$ cat src/rtl/instruction_decoder.sv
// rtl/instruction_decoder.sv - Tiny-CPU control decoder: opcode to register strobes and ALU select
module instruction_decoder (
    input  logic       clk,
    input  logic       rst_n,
    input  logic       instr_valid,
    input  logic [3:0] instruction,
    output logic       Clear,
    output logic       EnableA,
    output logic       EnableB,
    output logic       EnableOut,
    output logic       S0,
    output logic       S1,
    output logic       S2,
    output logic       S3,
    output logic       illegal
);

    logic       clear_d;
    logic       enable_a_d;
    logic       enable_b_d;
    logic       enable_out_d;
    logic       illegal_d;
    logic [3:0] sel_d;
    logic [3:0] sel_q;

    always_comb begin
        clear_d      = 1'b0;
        enable_a_d   = 1'b0;
        enable_b_d   = 1'b0;
        enable_out_d = 1'b0;
        illegal_d    = 1'b0;
        sel_d        = 4'd0;
        // Unknown opcode bits match no item and fall to default, so X/Z decodes as illegal.
        case (instruction)
            4'd0:  ;
            4'd1:  clear_d    = 1'b1;
            4'd2:  enable_a_d = 1'b1;
            4'd3:  enable_b_d = 1'b1;
            4'd4:  begin enable_out_d = 1'b1; sel_d = 4'd1; end
            4'd5:  begin enable_out_d = 1'b1; sel_d = 4'd2; end
            4'd6:  begin enable_out_d = 1'b1; sel_d = 4'd3; end
            4'd7:  begin enable_out_d = 1'b1; sel_d = 4'd4; end
            4'd8:  begin enable_out_d = 1'b1; sel_d = 4'd5; end
            4'd9:  begin enable_out_d = 1'b1; sel_d = 4'd6; end
            4'd10: begin enable_out_d = 1'b1; sel_d = 4'd7; end
            4'd11: begin enable_out_d = 1'b1; sel_d = 4'd8; end
            4'd12: begin enable_out_d = 1'b1; sel_d = 4'd9; end
            default: illegal_d = 1'b1;
        endcase
    end

    always_ff @(posedge clk or negedge rst_n) begin
        if (!rst_n) begin
            Clear     <= 1'b0;
            EnableA   <= 1'b0;
            EnableB   <= 1'b0;
            EnableOut <= 1'b0;
            illegal   <= 1'b0;
            sel_q     <= 4'd0;
        end else if (instr_valid) begin
            Clear     <= clear_d;
            EnableA   <= enable_a_d;
            EnableB   <= enable_b_d;
            EnableOut <= enable_out_d;
            illegal   <= illegal_d;
            sel_q     <= sel_d;
        end else begin
            // Idle cycle: strobes drop, ALU select keeps the last function.
            Clear     <= 1'b0;
            EnableA   <= 1'b0;
            EnableB   <= 1'b0;
            EnableOut <= 1'b0;
            illegal   <= 1'b0;
        end
    end

    assign S0 = sel_q[0];
    assign S1 = sel_q[1];
    assign S2 = sel_q[2];
    assign S3 = sel_q[3];

endmodule

$ cat config.mk
export PLATFORM = sky130hd
export DESIGN_NAME = instruction_decoder
export DESIGN_NICKNAME = d
export VERILOG_FILES = /design/src/rtl/instruction_decoder.sv
export SDC_FILE = /design/constraint.sdc
export NUM_CORES = 1
export LEC_CHECK = 0
export ABC_AREA = 1
export CAP_MARGIN = 20
export CORE_AREA = 2 2 39 41
export DETAILED_ROUTE_END_ITERATION = 10
export DIE_AREA = 0 0 41 43
export GPL_TIMING_DRIVEN = 0
export SETUP_SLACK_MARGIN = 0.5
export SLEW_MARGIN = 20
export SYNTH_ARGS = -nofsm -noshare
export SYNTH_HDL_FRONTEND = slang
export SYNTH_SLANG_ARGS = --single-unit
$ cat constraint.sdc
create_clock -name clk -period 1.1 [get_ports clk]
set_input_delay 0.22 -clock clk [delete_from_list [all_inputs] [get_ports clk]]
set_output_delay 0.22 -clock clk [all_outputs]
set_load 0.005 [all_outputs]
==> metrics.log, run 1 <==
INFO  metric critical_path.cell_chain = buf_2
INFO  metric syn_inst = 52
INFO  metric grt_util_all_layers = between 10 and 15%
INFO  metric pre_cts_slack = -0.2637 ns
INFO  metric cts_made_buffers = 3
INFO  metric crit_path_max_incr_delay = 0.38 ns
INFO  metric num-fill-cells = 149
INFO  metric critical_path.n_buffers_inverters = 1
INFO  metric final_util = 45.48%
INFO  metric yosysTopAreaCell = sky130_fd_sc_hd__dfrtp_1
INFO  metric io_buffers = 15
INFO  metric detail_route.first_pass.iterations = 4
INFO  metric dpl.hpwl = 597.7 um
INFO  metric grt_antenna_before_repair = 0
INFO  metric dpl.cell_count = 83
INFO  metric clkSinkCount = 9
INFO  metric cts.reportedPaths.clkPinSlew = 0.06 ns
INFO  metric clock_insertion_delay_worst_skew = approximately 0.25 ns
INFO  metric worstMarginPinSlew = roughly 0.38 ns
INFO  metric vdd.ir_drop.worst = 344.1 uV
INFO  metric num_rows = 14
INFO  metric synth_sequential_area_ratio = 54.71%
INFO  metric required_time_at_the_endpoint_of_the_critical_path = 0.88 ns
INFO  metric drc_errors = 0
INFO  metric timing.hold.ws = -0.1442 ns
INFO  metric route.layer.met1.wl = 323 um
INFO  metric crit_family = flip-flops
INFO  metric synthTopCellsByArea = sky130_fd_sc_hd__dfrtp_1, sky130_fd_sc_hd__nand2_1, sky130_fd_sc_hd__nor2_1, sky130_fd_sc_hd__nand2_2, sky130_fd_sc_hd__nor2_2
INFO  metric grt_first_pass_wirelength = 1242 um
INFO  metric crit_path_launch_type = flop
INFO  metric fp.dieW = ~41 um
INFO  metric cts_max_path_buffers = 2
INFO  metric static-leakage-power = 0.0003654 uW
INFO  metric instances_no_fill = 92
INFO  metric hold_viol = 9
INFO  metric final_antenna_net_count = 0
INFO  metric initial_core_util = 29.75%
INFO  metric via_count = 388
INFO  metric final_wtd_congestion = 0.7672
INFO  metric totalWireLength = 785 um
INFO  metric postSynthRegisterBits = 9
INFO  metric detailroute.wirelength.met2 = 385 um
INFO  metric post-route-min-period = 0.9812 ns
INFO  metric wl_met3 = 47 um
INFO  metric maxSlewViolCount = 0
INFO  metric area.sequential = 225.2 um2
INFO  metric core-area = 1384 um2
INFO  metric crit_path_kind = reg -> out
INFO  metric hold_buffers = 0
INFO  metric detail_route.iter0.violations = 3
INFO  metric run_status = complete, but fails checks
INFO  metric maximum_number_of_pins_on_one_net_before_global_route_repair = 10
INFO  metric syn-cell-area = 411.6 um2
INFO  metric grt_overflow = 0
INFO  metric ys_types = 13
INFO  metric die_area = 1763 um2
INFO  metric yosysWarnings = 0
INFO  metric maxUsedRoutingLayer = met4
INFO  metric violations = negative hold slack
INFO  metric critPathCaptureType = output pin
INFO  metric max_clock_freq = between 1000 and 1500 MHz
INFO  metric timing.clock.skew = 0 ns
INFO  metric final.period_utilization = 89.20%
INFO  metric setup_ws = between 0.1 and 0.15 ns
INFO  metric cts_max_level = 1
INFO  metric synth_top_area_share = 54.71%
INFO  metric diodes = 0
INFO  metric tritoncts = done
INFO  metric critical-path-slowest-cell = sky130_fd_sc_hd__dfrtp_1
INFO  metric total_i_o_pin_count = 16
INFO  metric routedWlPerCell = 8.533 um
INFO  metric total_power = 755.3 uW
INFO  metric synth.avg_cell_area = between 7 and 8 um2
INFO  metric power_density_over_cell_area = between 1000 and 1500 nW/um2
INFO  metric drv_cap = 0
INFO  metric clock-root-buffer = sky130_fd_sc_hd__clkbuf_4
INFO  metric design.final.nets = 84
INFO  metric slew-limit-headroom = 74.70%
INFO  metric reg_to_reg_slack_setup = 0.30 ns
INFO  metric syn2layout_area_growth = 52.89%
INFO  metric multi_input_comb_area = 198.9 um2
INFO  metric critPathArrivalTime = 0.76 ns
INFO  metric first_global_vias = slightly above 300
INFO  metric post_route_cells_drive_above_1_share = 44.74%
INFO  metric die-height = 43 um
INFO  metric avgViaCountPerCell = 4.217
INFO  metric timing.final.setup_violations = 0
INFO  metric worst_hold_path_type = in -> async
INFO  metric worst-path-max-fanout = 2
INFO  metric syn-num-nets = 59
INFO  metric rsz0062_at_grt = true
==> layout by cell type (no fill, tap or decap), drive strengths merged <==
cell	count
dlymetal6s2s	1
nor2	10
nand2	22
buf	19
nand3	2
nor3	1
clkinv	2
inv	4
nand3b	1
dfrtp	9
o21ai	1
clkbuf	4
==> final cells by class <==
| class | count | area share, % |
|---|---|---|
| sequential | 9 | 35.79 |
| multi-input combinational | 37 | 31.61 |
| timing repair buffer | 20 | 20.28 |
| inverter | 6 | 4.970 |
| clock buffer | 4 | 4.175 |
| tap | 16 | 3.181 |
==> layer usage <==
layer / vias to the layer above / GRT usage, %
met5: - / 0
met4: 0 / 14.00
met1: 168 / 12.50
li1: 203 / -
met2: 13 / 15.00
met3: 4 / 1.571
==> what timing repair did <==
action                     4_1_cts  5_1_grt
setup buffers                    2        3
resized for setup               57        8
setup endpoints to repair       18       24
hold endpoints to repair         0        9
pin swaps                        2        2
==> Yosys cell counts <==
cell and count:
sky130_fd_sc_hd__inv_1 3, sky130_fd_sc_hd__dfrtp_1 9, sky130_fd_sc_hd__nor3_1 1, sky130_fd_sc_hd__nor2_1 7, sky130_fd_sc_hd__nand2_1 19, sky130_fd_sc_hd__o21ai_1 1
sky130_fd_sc_hd__inv_2 1, sky130_fd_sc_hd__nand2_2 3, sky130_fd_sc_hd__clkinv_1 1, sky130_fd_sc_hd__clkinv_2 1, sky130_fd_sc_hd__nor2_2 3, sky130_fd_sc_hd__nand3b_1 1
sky130_fd_sc_hd__nand3_1 2
==> worst reg2reg max path, cell delays in order, from the launching register on <==
cell	delay, ns
sky130_fd_sc_hd__dfrtp_1	0.38
sky130_fd_sc_hd__buf_6	0.12
sky130_fd_sc_hd__buf_6	0.10
sky130_fd_sc_hd__nand2_2	0.05
sky130_fd_sc_hd__nand2_1	0.04
==> cell families after synthesis <==
family / synth area share [%]
flops: 54.71
compound gates: 1.215
buf+inv: 5.772
simple gates: 38.30
==> through the flow <==
step	hold WS [ns]	cell area, um2	TNS (ns)
2_1_floorplan	-0.07559	445.4	0
3_3_place_gp	0.4554	615.6	-1.899
3_5_place_dp	0.4706	615.6	-1.926
4_1_cts	0.2453	593.1	0
5_1_grt	-0.1051	629.4	0
6_report	-0.1442	629.4	0
==> registers in the layout, summed over array words and instances (netlist names) <==
name       cells
EnableB        1
sel_q          4
EnableA        1
Clear          1
EnableOut      1
illegal        1
==> worst paths after layout <==
check	start	cells after the start	end
worst max-delay path	sel_q[0]$_DFFE_PN0P_	1	S0
worst min-delay path	rst_n	1	EnableOut$_DFF_PN0_
worst max register to register	sel_q[0]$_DFFE_PN0P_	4	sel_q[0]$_DFFE_PN0P_
worst min register to register	sel_q[1]$_DFFE_PN0P_	3	sel_q[1]$_DFFE_PN0P_
max in group asynchronous	rst_n	1	illegal$_DFF_PN0_
min in group clk	instr_valid	3	sel_q[3]$_DFFE_PN0P_
==> where the power goes <==
group	internal, uW	total (uW)	switching [uW]
Clock	139	246	106
Sequential	351	358	7.86
Combinational	72.7	151	78.6
Total	562	755	193
Power figures use the tool's default switching activity.
==> run 2, diff against run 1 <==
- CTS_CLUSTER_DIAMETER: default -> 100
- DONT_BUFFER_PORTS: default -> 1
- RECOVER_POWER: default -> 100
==> metrics.log, run 2 (synthesized netlist as in run 1, its figures left out) <==
INFO  metric run_status = complete, no violations
INFO  metric r2r.worst_path.cells = 2
INFO  metric layout_common_cells = sky130_fd_sc_hd__nand2_1, sky130_fd_sc_hd__dfrtp_1, sky130_fd_sc_hd__nor2_1, sky130_fd_sc_hd__inv_1, sky130_fd_sc_hd__clkbuf_4
INFO  metric dpl.hpwl = 624.7 um
INFO  metric maxSlewViolCount = 0
INFO  metric timing.final.setup_violations = 0
INFO  metric first_global_vias = 311
INFO  metric crit_path_launch_type = flop
INFO  metric post-route-min-period = 0.8851 ns
INFO  metric diodes = 0
INFO  metric max_flop_register = sel_q
INFO  metric final.period_utilization = 80.46%
INFO  metric core-area = roughly 1400 um2
INFO  metric cts_max_level = 1
INFO  metric num_rows = 14
INFO  metric crit_start = sel_q[0]$_DFFE_PN0P_
INFO  metric via_count = 325
INFO  metric timing.clock.skew = 0 ns
INFO  metric total_i_o_pin_count = 16
INFO  metric post_route_cells_drive_above_1_share = about 18%
INFO  metric setup_ws = 0.2149 ns
INFO  metric drv_cap = 0
INFO  metric design.final.nets = 65
INFO  metric final_util = 35.26%
INFO  metric r2r-start = sel_q[2]$_DFFE_PN0P_
INFO  metric final_wtd_congestion = just under 0.7
INFO  metric slew-limit-headroom = around three quarters
INFO  metric grt_overflow = 0
INFO  metric detail_route.iter0.violations = 3
INFO  metric syn2layout_area_growth = 18.54%
INFO  metric critPathArrivalTime = 0.67 ns
INFO  metric worst-path-max-fanout = 2
INFO  metric grt_util_all_layers = around 11%
INFO  metric layout.cells.most_common = sky130_fd_sc_hd__nand2_1
INFO  metric max_clock_freq = 1130 MHz
INFO  metric clock-root-buffer = sky130_fd_sc_hd__clkbuf_4
INFO  metric final_antenna_net_count = 0
INFO  metric hold_buffers = 1
INFO  metric cp_num_cells = 0
INFO  metric largest_reg_flops = 4
INFO  metric required_time_at_the_endpoint_of_the_critical_path = 0.88 ns
INFO  metric totalWireLength = between 700 and 800 um
INFO  metric worst_hold_path_type = in -> async
INFO  metric initial_core_util = between 20% and 30%
INFO  metric cp-endpoint = S0
INFO  metric tritoncts = done
INFO  metric grt_antenna_before_repair = 0
INFO  metric die_area = 1763 um2
INFO  metric cts_max_path_buffers = 2
INFO  metric static-leakage-power = 0.0002637 uW
INFO  metric die-height = around 43 um
INFO  metric worstMarginPinSlew = 0.3872 ns
INFO  metric critical_path.reg2reg.endpoint = sel_q[2]$_DFFE_PN0P_
INFO  metric clock_insertion_delay_worst_skew = 0.27 ns
INFO  metric fp.dieW = 41 um
INFO  metric vdd.ir_drop.worst = 330.7 uV
INFO  metric io_buffers = 0
INFO  metric rsz0062_at_grt = true
INFO  metric crit_path_kind = reg -> out
INFO  metric hold_viol = 0
INFO  metric fin_setup_tns = 0 ns
INFO  metric detail_route.first_pass.iterations = 2
INFO  metric avgViaCountPerCell = 4.452
INFO  metric routedWlPerCell = around 11 um
INFO  metric critPathCaptureType = output pin
INFO  metric pre_cts_slack = roughly 0.45 ns
INFO  metric cts.reportedPaths.clkPinSlew = 0.06 ns
INFO  metric cts_made_buffers = 3
INFO  metric clkSinkCount = 9
INFO  metric reg_to_reg_slack_setup = 0.48 ns
INFO  metric grt_first_pass_wirelength = around 1300 um
INFO  metric drc_errors = 0
INFO  metric power_density_over_cell_area = 1406 nW/um2
INFO  metric maximum_number_of_pins_on_one_net_before_global_route_repair = 10
==> run 2: cell count changes in the layout (fill, tap and decap cells not counted), moves of 2 or more <==
cell and delta:
sky130_fd_sc_hd__buf_2 -14, sky130_fd_sc_hd__buf_4 -3, sky130_fd_sc_hd__nand2_1 +3, sky130_fd_sc_hd__nand2_2 -3, sky130_fd_sc_hd__buf_6 -2, sky130_fd_sc_hd__nor2_1 +2, sky130_fd_sc_hd__nor2_4 -2
==> run 2: timing repair <==
action	CTS	global route
endpoints found under the hold margin	9	9
resized for setup	0	1
endpoints found under the setup margin	13	22
setup buffers	0	0
pin swaps	7	1
==> run 2: through the flow <==
stage	hold slack [ns]	cells	area, um2	power (uW)
floorplan	-0.07559	52	445.4	420.4
global placement	-0.07542	68	465.4	429.8
detailed placement	-0.07538	68	465.4	432.0
CTS	0.06312	73	503.0	700.5
global route	0.04644	73	488.0	714.4
finish	0.006303	73	488.0	686.0
==> run 2: worst min-delay path by stage <==
stage | cells past startpoint | endpoint | startpoint | slack, ns
after global routing | 1 | EnableB$_DFF_PN0_ | rst_n | 0.05
final | 1 | EnableB$_DFF_PN0_ | rst_n | 0.006
after CTS | 2 | Clear$_DFF_PN0_ | instruction[0] | 0.06
after floorplan | 0 | Clear$_DFF_PN0_ | rst_n | -0.08
after global placement | 0 | Clear$_DFF_PN0_ | rst_n | -0.08
after detailed placement | 0 | EnableB$_DFF_PN0_ | rst_n | -0.08
==> run 2: final cells by class <==
class / instances / area [um2]
fill: 147 / 895.9
sequential: 9 / 225.2
multi-input combinational: 37 / 176.4
inverter: 6 / 28.78
clock buffer: 3 / 22.52
tap: 16 / 20.02
timing repair buffer: 1 / 10.01
clock inverter: 1 / 5.005
==> run 2: layer usage <==
metal / global-route usage (%) / wire, um / up-vias
met5: 0 / 0 / -
met4: 14.00 / 43 / 0
met3: 2.094 / 36 / 5
met2: 16.25 / 424 / 12
met1: 11.44 / 273 / 142
li1: - / - / 166
==> run 2: power by group <==
group          internal (uW)  switching (uW)  total [uW]  leakage [uW]
Sequential               351            13.6         364      0.000119
Combinational           26.2            39.5        65.7      0.000127
Clock                    134             122         256     0.0000177
